$ cat src/rtl/serial_io_pkg.sv
// Shared definitions for the memory-mapped UART port: register offsets,
// status bit positions and the line-state encoding used by both TX and RX.
package serial_io_pkg;

    localparam int OFS_DATA = 0;
    localparam int OFS_STAT = 1;

    localparam int ST_RX_VALID    = 0;
    localparam int ST_TX_FULL     = 1;
    localparam int ST_TX_IDLE     = 2;
    localparam int ST_RX_OVERRUN  = 3;
    localparam int ST_TX_OVERFLOW = 4;
    localparam int ST_FRAMING_ERR = 5;

    typedef enum logic [1:0] {
        IDLE  = 2'd0,
        START = 2'd1,
        DATA  = 2'd2,
        STOP  = 2'd3
    } uart_state_t;

endpackage

$ cat src/rtl/io_fifo.sv
// Synchronous FIFO with array storage and a registered read port; pop_data
// is valid the cycle after a pop and holds until the next pop.
module io_fifo #(
    parameter int WIDTH = 8,
    parameter int DEPTH = 16
) (
    input  logic             clk,
    input  logic             reset_bar,
    input  logic             push,
    input  logic [WIDTH-1:0] push_data,
    input  logic             pop,
    output logic [WIDTH-1:0] pop_data,
    output logic             full,
    output logic             empty
);
    localparam int AW = $clog2(DEPTH);

    logic [WIDTH-1:0] mem [DEPTH];
    logic [AW:0]      wr_ptr_reg;
    logic [AW:0]      rd_ptr_reg;
    logic             do_push;
    logic             do_pop;

    // One extra pointer bit distinguishes full from empty when the indices match.
    assign full    = (wr_ptr_reg[AW] != rd_ptr_reg[AW]) && (wr_ptr_reg[AW-1:0] == rd_ptr_reg[AW-1:0]);
    assign empty   = (wr_ptr_reg == rd_ptr_reg);
    assign do_push = push & ~full;
    assign do_pop  = pop & ~empty;

    always_ff @(posedge clk) begin
        if (do_push) begin
            mem[wr_ptr_reg[AW-1:0]] <= push_data;
        end
        if (do_pop) begin
            pop_data <= mem[rd_ptr_reg[AW-1:0]];
        end
    end

    always_ff @(posedge clk or negedge reset_bar) begin
        if (!reset_bar) begin
            wr_ptr_reg <= '0;
            rd_ptr_reg <= '0;
        end else begin
            if (do_push) wr_ptr_reg <= wr_ptr_reg + 1'b1;
            if (do_pop)  rd_ptr_reg <= rd_ptr_reg + 1'b1;
        end
    end

endmodule

$ cat src/rtl/serial_io_port.sv
// UART peripheral on the CPU I/O bus: data/status port decode, TX FIFO with
// 8N1 serialiser, and a mid-bit sampling 8N1 receiver with sticky flags.
module serial_io_port
    import serial_io_pkg::*;
#(
    parameter int BASE_ADDR = 136,
    parameter int CLK_DIV   = 104,
    parameter int TX_DEPTH  = 16
) (
    input  logic        clk,
    input  logic        reset_bar,
    input  logic [15:0] addr,
    input  logic [15:0] io_in,
    input  logic        DI,
    input  logic        DO,
    output logic [15:0] io_out,
    output logic        io_oe,
    input  logic        rx,
    output logic        tx
);
    localparam int CW = $clog2(CLK_DIV);
    localparam logic [CW-1:0] BIT_LAST  = CW'(CLK_DIV - 1);
    localparam logic [CW-1:0] HALF_LAST = CW'(CLK_DIV / 2 - 1);

    logic sel_data, sel_stat, data_rd, stat_rd, data_wr;
    logic fifo_push, fifo_pop, fifo_full, fifo_empty, tx_idle;
    logic [7:0] fifo_data;
    logic [15:0] status;
    logic unused_upper;

    uart_state_t tx_state_reg, tx_state_next;
    logic [CW-1:0] tx_cnt_reg, tx_cnt_next;
    logic [2:0] tx_bit_reg, tx_bit_next;
    logic [7:0] tx_shift_reg, tx_shift_next;
    logic tx_reg, tx_next;

    uart_state_t rx_state_reg, rx_state_next;
    logic [CW-1:0] rx_cnt_reg, rx_cnt_next;
    logic [2:0] rx_bit_reg, rx_bit_next;
    logic [7:0] rx_shift_reg, rx_shift_next;
    logic rx_brk_reg, rx_brk_next;
    logic rx_meta_reg, rx_sync_reg, rx_prev_reg;
    logic rx_load, rx_ferr;

    logic [7:0] rx_byte_reg;
    logic rx_valid_reg, rx_overrun_reg, tx_overflow_reg, framing_err_reg;

    assign sel_data  = (addr == 16'(BASE_ADDR + OFS_DATA));
    assign sel_stat  = (addr == 16'(BASE_ADDR + OFS_STAT));
    assign data_rd   = DO & sel_data;
    assign stat_rd   = DO & sel_stat;
    assign data_wr   = DI & sel_data;
    assign fifo_push = data_wr & ~fifo_full;
    assign tx_idle   = fifo_empty & (tx_state_reg == IDLE);
    assign io_oe     = DO & (sel_data | sel_stat);
    assign tx        = tx_reg;
    assign unused_upper = ^io_in[15:8];

    always_comb begin
        status = '0;
        status[ST_RX_VALID]    = rx_valid_reg;
        status[ST_TX_FULL]     = fifo_full;
        status[ST_TX_IDLE]     = tx_idle;
        status[ST_RX_OVERRUN]  = rx_overrun_reg;
        status[ST_TX_OVERFLOW] = tx_overflow_reg;
        status[ST_FRAMING_ERR] = framing_err_reg;
        io_out = '0;
        if (data_rd)      io_out = {8'h00, rx_byte_reg};
        else if (stat_rd) io_out = status;
    end

    io_fifo #(.WIDTH(8), .DEPTH(TX_DEPTH)) u_tx_fifo (
        .clk       (clk),
        .reset_bar (reset_bar),
        .push      (fifo_push),
        .push_data (io_in[7:0]),
        .pop       (fifo_pop),
        .pop_data  (fifo_data),
        .full      (fifo_full),
        .empty     (fifo_empty)
    );

    // The popped byte is only needed when START ends, which hides the FIFO read latency.
    always_comb begin
        tx_state_next = tx_state_reg;
        tx_cnt_next   = tx_cnt_reg;
        tx_bit_next   = tx_bit_reg;
        tx_shift_next = tx_shift_reg;
        tx_next       = tx_reg;
        fifo_pop      = 1'b0;
        case (tx_state_reg)
            IDLE: begin
                tx_next = 1'b1;
                if (!fifo_empty) begin
                    fifo_pop      = 1'b1;
                    tx_state_next = START;
                    tx_cnt_next   = BIT_LAST;
                    tx_next       = 1'b0;
                end
            end
            START: begin
                if (tx_cnt_reg == '0) begin
                    tx_state_next = DATA;
                    tx_cnt_next   = BIT_LAST;
                    tx_bit_next   = 3'd0;
                    tx_shift_next = fifo_data;
                    tx_next       = fifo_data[0];
                end else begin
                    tx_cnt_next = tx_cnt_reg - 1'b1;
                end
            end
            DATA: begin
                if (tx_cnt_reg == '0) begin
                    tx_cnt_next = BIT_LAST;
                    if (tx_bit_reg == 3'd7) begin
                        tx_state_next = STOP;
                        tx_next       = 1'b1;
                    end else begin
                        tx_bit_next   = tx_bit_reg + 3'd1;
                        tx_shift_next = {1'b0, tx_shift_reg[7:1]};
                        tx_next       = tx_shift_reg[1];
                    end
                end else begin
                    tx_cnt_next = tx_cnt_reg - 1'b1;
                end
            end
            STOP: begin
                if (tx_cnt_reg == '0) begin
                    if (!fifo_empty) begin
                        fifo_pop      = 1'b1;
                        tx_state_next = START;
                        tx_cnt_next   = BIT_LAST;
                        tx_next       = 1'b0;
                    end else begin
                        tx_state_next = IDLE;
                    end
                end else begin
                    tx_cnt_next = tx_cnt_reg - 1'b1;
                end
            end
            default: tx_state_next = IDLE;
        endcase
    end

    // rx_brk_reg marks a framing error still waiting for the line to go high.
    always_comb begin
        rx_state_next = rx_state_reg;
        rx_cnt_next   = rx_cnt_reg;
        rx_bit_next   = rx_bit_reg;
        rx_shift_next = rx_shift_reg;
        rx_brk_next   = rx_brk_reg;
        rx_load       = 1'b0;
        rx_ferr       = 1'b0;
        case (rx_state_reg)
            IDLE: begin
                if (rx_prev_reg && !rx_sync_reg) begin
                    rx_state_next = START;
                    rx_cnt_next   = HALF_LAST;
                end
            end
            START: begin
                if (rx_cnt_reg == '0) begin
                    if (rx_sync_reg) begin
                        rx_state_next = IDLE;
                    end else begin
                        rx_state_next = DATA;
                        rx_cnt_next   = BIT_LAST;
                        rx_bit_next   = 3'd0;
                    end
                end else begin
                    rx_cnt_next = rx_cnt_reg - 1'b1;
                end
            end
            DATA: begin
                if (rx_cnt_reg == '0) begin
                    rx_shift_next = {rx_sync_reg, rx_shift_reg[7:1]};
                    rx_cnt_next   = BIT_LAST;
                    if (rx_bit_reg == 3'd7) rx_state_next = STOP;
                    else                    rx_bit_next   = rx_bit_reg + 3'd1;
                end else begin
                    rx_cnt_next = rx_cnt_reg - 1'b1;
                end
            end
            STOP: begin
                if (rx_brk_reg) begin
                    if (rx_sync_reg) begin
                        rx_brk_next   = 1'b0;
                        rx_state_next = IDLE;
                    end
                end else if (rx_cnt_reg == '0) begin
                    if (rx_sync_reg) begin
                        rx_load       = 1'b1;
                        rx_state_next = IDLE;
                    end else begin
                        rx_ferr     = 1'b1;
                        rx_brk_next = 1'b1;
                    end
                end else begin
                    rx_cnt_next = rx_cnt_reg - 1'b1;
                end
            end
            default: rx_state_next = IDLE;
        endcase
    end

    always_ff @(posedge clk or negedge reset_bar) begin
        if (!reset_bar) begin
            tx_state_reg    <= IDLE;
            tx_cnt_reg      <= '0;
            tx_bit_reg      <= '0;
            tx_shift_reg    <= '0;
            tx_reg          <= 1'b1;
            rx_state_reg    <= IDLE;
            rx_cnt_reg      <= '0;
            rx_bit_reg      <= '0;
            rx_shift_reg    <= '0;
            rx_brk_reg      <= 1'b0;
            rx_meta_reg     <= 1'b1;
            rx_sync_reg     <= 1'b1;
            rx_prev_reg     <= 1'b1;
            rx_byte_reg     <= '0;
            rx_valid_reg    <= 1'b0;
            rx_overrun_reg  <= 1'b0;
            tx_overflow_reg <= 1'b0;
            framing_err_reg <= 1'b0;
        end else begin
            tx_state_reg    <= tx_state_next;
            tx_cnt_reg      <= tx_cnt_next;
            tx_bit_reg      <= tx_bit_next;
            tx_shift_reg    <= tx_shift_next;
            tx_reg          <= tx_next;
            rx_state_reg    <= rx_state_next;
            rx_cnt_reg      <= rx_cnt_next;
            rx_bit_reg      <= rx_bit_next;
            rx_shift_reg    <= rx_shift_next;
            rx_brk_reg      <= rx_brk_next;
            rx_meta_reg     <= rx;
            rx_sync_reg     <= rx_meta_reg;
            rx_prev_reg     <= rx_sync_reg;
            if (rx_load) rx_byte_reg <= rx_shift_reg;
            // A same-cycle set always beats a read-clear.
            rx_valid_reg    <= rx_load | (rx_valid_reg & ~data_rd);
            rx_overrun_reg  <= (rx_load & rx_valid_reg & ~data_rd) | (rx_overrun_reg & ~stat_rd);
            tx_overflow_reg <= (data_wr & fifo_full) | (tx_overflow_reg & ~stat_rd);
            framing_err_reg <= rx_ferr | (framing_err_reg & ~stat_rd);
        end
    end

endmodule

$ cat config.mk
export PLATFORM = sky130hd
export DESIGN_NAME = serial_io_port
export DESIGN_NICKNAME = d
export VERILOG_FILES = /design/src/rtl/serial_io_pkg.sv /design/src/rtl/io_fifo.sv /design/src/rtl/serial_io_port.sv
export SDC_FILE = /design/constraint.sdc
export NUM_CORES = 1
export LEC_CHECK = 0
export ABC_AREA = 1
export CAP_MARGIN = 20
export CORE_ASPECT_RATIO = 1.1
export CORE_UTILIZATION = 40
export DETAILED_ROUTE_END_ITERATION = 10
export DONT_BUFFER_PORTS = 1
export GPL_ROUTABILITY_DRIVEN = 0
export HOLD_SLACK_MARGIN = 0.05
export PLACE_DENSITY = 0.55
export RECOVER_POWER = 50
export SYNTH_ARGS = -nofsm -noshare
export SYNTH_HDL_FRONTEND = slang
export SYNTH_SLANG_ARGS = --single-unit
$ cat constraint.sdc
create_clock -name clk -period 2.63 [get_ports clk]
set_input_delay 0.526 -clock clk [delete_from_list [all_inputs] [get_ports clk]]
set_output_delay 0.526 -clock clk [all_outputs]
set_load 0.02 [all_outputs]
==> impl_metrics.py, run 1 <==
metrics = {
    "status": {
        "status": "finished, violations left",
        "violations": "max-capacitance violations, max-slew violations",
    },
    "global_routing": {
        "first_global_vias": 5978,
        "grt_max_degree": 67,
        "grt_pass1_wl_microns": 31900,
        "grt-ovfl-total": 0,
        "antenna_found_initial": 0,
        "grt_use_total": 0.173,
    },
    "synth": {
        "yosysSeqAreaShare": 0.625,
        "synth_ff_type": "edfxtp_1",
        "synth_edf_count": 136,
        "synth_top_area_frac": 0.445,
        "synth_top_area_cell": "edfxtp_1",
        "synth.top_cells.by_count": "nand2_1 (152), edfxtp_1 (136), o21ai_0 (114)",
        "synth.distinct_cells": 43,
        "yosysMostFrequentCell": "nand2_1",
        "synthTopCellsByArea": "edfxtp_1 (44%), dfrtp_1 (17%), o21ai_0 (6.2%)",
        "avgSynthCellArea_sq_um": 10.5,
        "netlist_instances": 877,
        "syn_area_sq_um": 9190,
        "yosysWarnings": 0,
        "ys_ff_latch": 202,
        "synthArstFlopShare": 0.327,
    },
    "critical_path": {
        "cp_slowest_cell": "dfrtp_2",
        "cp_max_fo": 6,
        "path_delay_family": "simple AND/OR/NAND/NOR gates",
        "start_kind": "register",
        "critPathBufInv": 2,
        "required_ps": 2100,
        "path_common_cell": "nand2_1",
        "worst-setup-path-type": "register to output pin",
        "path_cells": "inv_2 > nand2_1 > nand2_1 > nor2_8 > nand2_1 > nor2_4 > nand2_2 > o21ai_2 > buf_4",
        "crit_path_max_incr_delay_ps": 410,
        "crit_path_end_kind": "output pin",
        "crit_arrival_ps": 1950,
    },
    "finish": {
        "n_antenna_cell": 0,
        "largest_register_ffs": 128,
        "drive_above_1_share": 0.117,
        "fillerInstances": 2083,
        "area_delta_synth_final_pct": 13.5,
        "nets": 969,
        "final_core_util": 0.467,
    },
    "run": {
        "cap_violations": 1,
    },
    "route": {
        "drt_iter0_drc": 339,
        "first_pass_iters": 5,
        "ant_nets": 0,
        "met2_length_microns": 9570,
        "routed_wl_microns": 19800,
        "routed-wl-met3_microns": 703,
        "drt-vias-per-instance": 5.05,
        "wl_met1_microns": 9130,
        "routedWlPerCell_microns": 16.2,
        "vias": 6168,
        "drc": 0,
        "dr.max_layer_used": "met4",
    },
    "clock_network": {
        "cts_buffer_depth": 3,
        "clk_latency_ps": 530,
        "cts-root-buf": "clkbuf_16",
        "cts_tree": "done",
        "numClockSinks": 202,
        "htreeDepth": 1,
        "clk_pin_slew_ps": 60,
        "cts_buffers": 24,
    },
    "die": {
        "rows": 57,
        "die_x_microns": 146,
        "core_area_sq_um": 22300,
        "dieArea_sq_um": 23600,
        "io_pins": 55,
        "start_util": 0.412,
        "die_h_microns": 161,
    },
    "timing": {
        "period_minus_slack_ps": 2480,
        "period_share": 0.942,
        "relSlewSlack": -0.110,
        "layout_setup_ws_ps": 152,
        "finalMaxSlewViolations": 67,
        "fin_skew_ps": 20.8,
        "worstMarginPinSlew_ps": 1670,
        "setup_violations": 0,
        "hold_viol_final": 0,
        "rsz0062_at_grt": "false",
        "max_freq_mhz": 404,
        "setup_tns_ps": 0,
    },
    "pwr": {
        "p_leak_nw": 4.05,
        "powerDensity_nw_per_um2": 700,
        "max-vdd-ir-drop_mv": 0.499,
    },
    "placed_design": {
        "portBuffers": 0,
        "hpwl_microns": 12400,
        "dpl_worst_slack_ps": 434,
    },
    "hold_path": {
        "holdCritPathClass": "primary input to register",
    },
}
what timing repair did:
action,CTS,global route
hold buffers,3,0
hold endpoints to repair,67,0
pin swaps,0,3
setup endpoints to repair,1,1
buffers inserted,0,7
gates resized for setup,3,3
gates cloned,0,0
metal layers:
layer	track usage	vias up
li1	-	3083
met1	0.234	2958
met2	0.291	100
met3	0.0253	27
met4	0.0450	0
met5	0	-
worst register-to-register path: stages (launching register included):
cell and delay, ps:
dfrtp_1 380, inv_1 110, ha_1 160, nand2_1 50, nor2_1 340, nand4_1 590, mux2_2 480
metrics by stage:
step,instances,power (mW),cell area (sq um),hold WS [ps]
3_5_place_dp,1168,4.22,9590,234
3_3_place_gp,1168,4.20,9590,234
2_1_floorplan,884,4.10,9210,230
6_report,1222,7.30,10400,86.8
4_1_cts,1215,7.42,10400,67.9
5_1_grt,1222,7.63,10400,65.4
power by group:
part | total [mW] | internal [mW] | switching [mW]
clock | 3.14 | 1.86 | 1.28
combinational | 0.617 | 0.214 | 0.403
sequential | 3.55 | 3.49 | 0.0571
total | 7.30 | 5.56 | 1.74
final timing paths:
| check | from | end | slack (ps) | cells past startpoint |
|---|---|---|---|---|
| max | u_tx_fifo.rd_ptr_reg[2] | io_out[2] | 150 | 9 |
| min in group asynchronous | reset_bar | u_tx_fifo.rd_ptr_reg[1] | 1060 | 2 |
| max reg2reg | rx_cnt_reg[0] | rx_byte_reg[0] | 400 | 6 |
| max in group asynchronous | reset_bar | u_tx_fifo.wr_ptr_reg[0] | 470 | 2 |
| min reg2reg | rx_meta_reg | rx_sync_reg | 360 | 0 |
| min | io_in[7] | u_tx_fifo.mem[1][7] | 90 | 0 |
cell type report:
| cell class | instances | area, sq um | share of cell area |
|---|---|---|---|
| Sequential cell | 202 | 5750 | 0.551 |
| Multi-Input combinational cell | 569 | 2980 | 0.286 |
| Clock buffer | 36 | 666 | 0.0639 |
| Tap cell | 295 | 369 | 0.0354 |
| Timing Repair Buffer | 39 | 295 | 0.0283 |
| Inverter | 73 | 274 | 0.0263 |
| Clock inverter | 8 | 90.1 | 0.00864 |
cell families after synthesis:
group           share of synthesized area
xor+xnor                           0.0132
fa+ha+maj                          0.0313
mux                               0.00123
flops                               0.625
compound gates                      0.108
buf+inv                            0.0523
simple gates                        0.168
other cells                      0.000408
cells in the final DEF (no fill, tap or decap), types with 2 or more instances in the layout:
cell,n
a21oi_1,10
nor3_1,16
dfstp_1,2
o211ai_1,6
o21ai_0,115
a31oi_1,6
o31ai_1,2
nand2_1,152
edfxtp_1,136
dfstp_2,2
inv_1,65
xnor2_1,4
nor2_1,101
xor2_1,8
nand3_4,2
nand4_1,12
nand2_4,2
dfrtp_2,6
clkinv_2,6
clkbuf_16,24
clkbuf_8,2
nand3_1,46
or2_2,2
inv_2,7
nor2_2,2
ha_1,23
conb_1,8
a32o_1,2
buf_4,36
dfrtp_1,56
o221ai_1,10
nand2_2,5
nor2_4,3
clkbuf_1,10
o22ai_1,21
dlygate4sd3_1,2
(Power assumes the default switching activity.)
==> inputs of run 2 (changes only) <==
PLACE_DENSITY = 0.58   (was 0.55)
==> run 2 against run 1 <==
  * The run still ends with max-capacitance violations, max-slew violations left
  * Die area unchanged
  * Utilization shrank 0.19 points
  * Total power fell by 2.7%
  * Clock power shrank 6.4%
  * Largest power group unchanged
==> impl_metrics.py, run 2 (same netlist as run 1, synthesis figures left out) <==
metrics = {
    "status": {
        "status": "finished, violations left",
        "violations": "max-capacitance violations, max-slew violations",
    },
    "critical_path": {
        "required_ps": 2100,
        "crit_arrival_ps": 1960,
        "path_common_cell": "nand2_1",
        "crit_path_end_kind": "output pin",
        "ff2ff_setup_slack_ps": 390,
        "cp_slowest_cell": "dfrtp_1",
        "worst-setup-path-type": "register to output pin",
        "crit_path_max_incr_delay_ps": 410,
        "start_kind": "register",
        "path_cells": "inv_2 > nand2_1 > nand2_1 > nor2_4 > nand2_1 > nor2_4 > nand2_2 > o21ai_2 > buf_4",
        "cp_max_fo": 4,
    },
    "timing": {
        "finalMaxSlewViolations": 67,
        "worstMarginPinSlew_ps": 1650,
        "period_share": 0.946,
        "fin_skew_ps": 28.2,
        "max_freq_mhz": 402,
        "relSlewSlack": -0.103,
        "hold_viol_final": 0,
        "fin_hold_ws_ps": 97.9,
        "setup_violations": 0,
        "period_minus_slack_ps": 2490,
    },
    "pwr": {
        "switching_share": 0.237,
        "p_leak_nw": 4.03,
        "seq_power_share": 0.499,
        "internal_power_mw": 5.42,
        "clkPwrFrac": 0.414,
        "pwr-share-comb": 0.087,
        "max-vdd-ir-drop_mv": 0.441,
        "p_sw_mw": 1.68,
        "powerDensity_nw_per_um2": 684,
    },
    "clock_network": {
        "cts_buffers": 22,
        "clk_latency_ps": 520,
        "clk_pin_slew_ps": 60,
        "numClockSinks": 202,
        "htreeDepth": 1,
        "cts_tree": "done",
        "cts-root-buf": "clkbuf_16",
        "cts_buffer_depth": 3,
    },
    "route": {
        "routed_wl_microns": 19300,
        "first_pass_iters": 6,
        "drt-vias-per-instance": 5.06,
        "routedWlPerCell_microns": 15.8,
        "drt_iter0_drc": 323,
        "vias": 6184,
        "drc": 0,
        "ant_nets": 0,
    },
    "finish": {
        "largest_register_ffs": 128,
        "fin_area_sq_um": 10400,
        "nets": 970,
        "final_common_cell": "nand2_1",
        "drive_above_1_share": 0.116,
        "n_antenna_cell": 0,
        "final_cell_mix": "nand2_1 (153), edfxtp_1 (136), o21ai_0 (114), nor2_1 (101), inv_1 (64)",
        "area_delta_synth_final_pct": 13.0,
    },
    "die": {
        "die_h_microns": 161,
        "dieArea_sq_um": 23600,
        "start_util": 0.412,
        "rows": 57,
        "core_area_sq_um": 22300,
        "io_pins": 55,
        "die_x_microns": 146,
    },
    "hold_path": {
        "holdCritPathClass": "primary input to register",
    },
    "global_routing": {
        "grt_use_total": 0.169,
        "grt-ovfl-total": 0,
        "grt_max_degree": 67,
        "antenna_found_initial": 0,
        "grt_pass1_wl_microns": 31800,
        "first_global_vias": 6162,
    },
    "placed_design": {
        "portBuffers": 0,
        "placed_cell_area_sq_um": 9560,
        "hpwl_microns": 12100,
    },
    "run": {
        "cap_violations": 1,
    },
}
run 2: worst paths after layout:
kind | startpoint | end | depth (start not counted)
max | u_tx_fifo.wr_ptr_reg[0] | io_out[2] | 9
min | io_in[7] | u_tx_fifo.mem[11][7] | 0
max reg2reg | u_tx_fifo.rd_ptr_reg[4] | u_tx_fifo.mem[1][3] | 6
min reg2reg | rx_meta_reg | rx_sync_reg | 0
max in group asynchronous | reset_bar | u_tx_fifo.wr_ptr_reg[2] | 2
min in group asynchronous | reset_bar | tx_bit_reg[0] | 2
run 2: routing by layer:
layer	part of all wire	up-vias	global-route usage
met1	0.47	2968	0.226
met3	0.036	23	0.0250
met2	0.47	109	0.285
li1	-	3084	-
met5	0	-	0
met4	0.018	0	0.0492
run 2: per-stage QoR:
stage	TNS [ps]	std cells	total power [mW]	util	setup slack (ps)
finish	0	1221	7.10	0.465	141
global route	-1.79	1221	7.41	0.465	-1.79
CTS	0	1211	7.20	0.463	1.90
detailed placement	0	1164	4.21	0.428	401
global placement	0	1164	4.20	0.428	415
floorplan	0	884	4.10	-	373
run 2: what timing repair did:
item,CTS,global route
pin swaps,0,3
endpoints found under the setup margin,1,1
endpoints found under the hold margin,67,0
gates cloned,0,0
buffers inserted,4,10
resized for setup,5,2
hold buffers,3,0
run 2: power groups by stage:
| stage | combinational, mW | clock (mW) | sequential [mW] |
|---|---|---|---|
| after global routing | 0.722 | 3.13 | 3.56 |
| after floorplan | 0.501 | 0 | 3.59 |
| after global placement | 0.592 | 0 | 3.61 |
| after detailed placement | 0.605 | 0 | 3.61 |
| after CTS | 0.634 | 3.02 | 3.55 |
| final | 0.616 | 2.94 | 3.55 |
run 2: worst max-delay path: cells and delay by family, from the launching register on:
family / cells / cell delay (ps)
compound gates: 1 / 130
simple gates: 6 / 690
buf+inv: 2 / 230
flops: 1 / 410
run 2: final cells by class:
type                       count  area (sq um)
fill                        2063         11900
sequential                   202          5750
multi-input combinational    569          2980
clock buffer                  35           659
tap                          295           369
timing repair buffer          42           318
inverter                      73           274
clock inverter                 5          35.0
==> inputs of run 3 (changes only) <==
CELL_PAD_IN_SITES_DETAIL_PLACEMENT = 1   (was default)
CELL_PAD_IN_SITES_GLOBAL_PLACEMENT = 2   (was default)
PLACE_DENSITY = 0.8   (was 0.58)
RECOVER_POWER = default   (was 50)
==> run 3 against run 2 <==
  * Count of clock-buffer cells in the layout decreased by 7
  * Critical path depth down 1
  * Clock skew fell by 6.5 ps
  * Combinational power rose by 7.1%
  * Clock power increased by 5%
  * Flip-flop and latch count is the same
  * Non-clock buffer count unchanged
  * Final cell count rose by 0.16%
  * Critical endpoint unchanged
  * The run now ends clean
==> impl_metrics.py, run 3 (same netlist as run 1, synthesis figures left out) <==
metrics = {
    "critical_path": {
        "cp_slowest_cell": "dfrtp_4",
        "cp_max_fo": 4,
        "crit_arrival_ps": 1990,
        "critPathBufInv": 1,
        "path_delay_family": "simple AND/OR/NAND/NOR gates",
        "crit_path_max_incr_delay_ps": 510,
        "path_common_cell": "nand2_1",
        "required_ps": 2100,
        "reg2reg_from": "u_tx_fifo.rd_ptr_reg[0]",
        "path_cells": "nand2_1 > nand2_1 > nor2_4 > nand2_1 > nor2_4 > nand2_2 > o21ai_1 > buf_4",
        "crit_path_end_kind": "output pin",
        "crit_start": "u_tx_fifo.rd_ptr_reg[0]",
        "worst-setup-path-type": "register to output pin",
        "start_kind": "register",
    },
    "die": {
        "dieArea_sq_um": 23600,
        "die_x_microns": 146,
        "rows": 57,
        "io_pins": 55,
        "die_h_microns": 161,
        "start_util": 0.412,
        "core_area_sq_um": 22300,
    },
    "pwr": {
        "max-vdd-ir-drop_mv": 0.534,
        "p_leak_nw": 4.05,
        "powerDensity_nw_per_um2": 698,
    },
    "clock_network": {
        "clk_pin_slew_ps": 70,
        "cts-root-buf": "clkbuf_16",
        "numClockSinks": 202,
        "cts_tree": "done",
        "htreeDepth": 1,
        "cts_buffer_depth": 3,
        "cts_buffers": 23,
        "clk_latency_ps": 520,
    },
    "finish": {
        "final_core_util": 0.468,
        "n_antenna_cell": 0,
        "final_common_cell": "nand2_1",
        "final_cell_mix": "nand2_1 (151), edfxtp_1 (136), o21ai_0 (114), nor2_1 (100), inv_1 (64)",
        "nets": 971,
        "area_delta_synth_final_pct": 13.8,
        "largest_register_ffs": 128,
        "drive_above_1_share": 0.123,
    },
    "global_routing": {
        "grt_use_total": 0.191,
        "antenna_found_initial": 0,
        "grt-ovfl-total": 0,
        "first_global_vias": 6578,
        "grt_pass1_wl_microns": 35200,
        "grt_max_degree": 67,
    },
    "timing": {
        "max_freq_mhz": 397,
        "relSlewSlack": 0.622,
        "period_minus_slack_ps": 2520,
        "rsz0062_at_grt": "false",
        "fin_hold_ws_ps": 101,
        "worstMarginPinSlew_ps": 564,
        "finalMaxSlewViolations": 0,
        "period_share": 0.958,
        "setup_violations": 0,
        "fin_skew_ps": 21.8,
        "hold_viol_final": 0,
        "setup_tns_ps": 0,
    },
    "placed_design": {
        "portBuffers": 0,
        "hpwl_microns": 14000,
    },
    "route": {
        "first_pass_iters": 4,
        "vias": 6370,
        "routed_wl_microns": 22100,
        "drt_iter0_drc": 222,
        "routedWlPerCell_microns": 18.0,
        "drt-vias-per-instance": 5.21,
        "drc": 0,
        "ant_nets": 0,
    },
    "hold_path": {
        "holdCritPathClass": "primary input to register",
        "min_from": "io_in[6]",
    },
    "status": {
        "status": "complete, no violations",
    },
    "run": {
        "cap_violations": 0,
    },
}
## run 3: stage by stage
step / setup WS [ps] / instance area (sq um) / instances / power, mW
global placement: 400 / 9610 / 1170 / 4.22
global route: 3.62 / 10500 / 1223 / 7.60
CTS: 38.2 / 10400 / 1219 / 7.37
detailed placement: 333 / 9610 / 1170 / 4.25
floorplan: 373 / 9210 / 884 / 4.10
finish: 111 / 10500 / 1223 / 7.30
## run 3: power by group
part	switching, mW	internal (mW)	total (mW)	leakage (nW)
logic	0.439	0.221	0.660	1.64
clock network	1.28	1.81	3.09	0.348
registers	0.0565	3.49	3.54	2.06
total	1.78	5.52	7.30	4.05
## run 3: worst paths after layout
kind | to | slack (ps) | cells after the start
setup / recovery | io_out[2] | 110 | 8
hold / removal | u_tx_fifo.mem[7][6] | 100 | 0
setup reg to reg | u_tx_fifo.pop_data[4] | 590 | 8
hold reg to reg | rx_sync_reg | 360 | 0
max in group asynchronous | rx_meta_reg | 1710 | 2
min in group asynchronous | tx_cnt_reg[2] | 600 | 2
## run 3: repair_timing
action | in CTS | in global routing
hold endpoints to repair | 67 | 0
setup endpoints to repair | 2 | 2
pin swaps | 1 | 2
setup buffers | 4 | 4
hold buffers | 3 | 0
gates resized for setup | 3 | 5
## run 3: routing by layer
| layer | vias to the layer above | routed length, microns | track usage |
|---|---|---|---|
| met5 | - | 0 | 0 |
| met4 | 0 | 333 | 0.0473 |
| met3 | 21 | 896 | 0.0318 |
| met2 | 115 | 11100 | 0.338 |
| met1 | 3135 | 9730 | 0.243 |
| li1 | 3099 | - | - |
## run 3: layout make-up
type	instances	area [sq um]
inverter	73	277
timing repair buffer	42	340
multi-input combinational	569	2990
sequential	202	5750
clock inverter	14	128
clock buffer	28	594
fill	2451	11900
tap	295	369
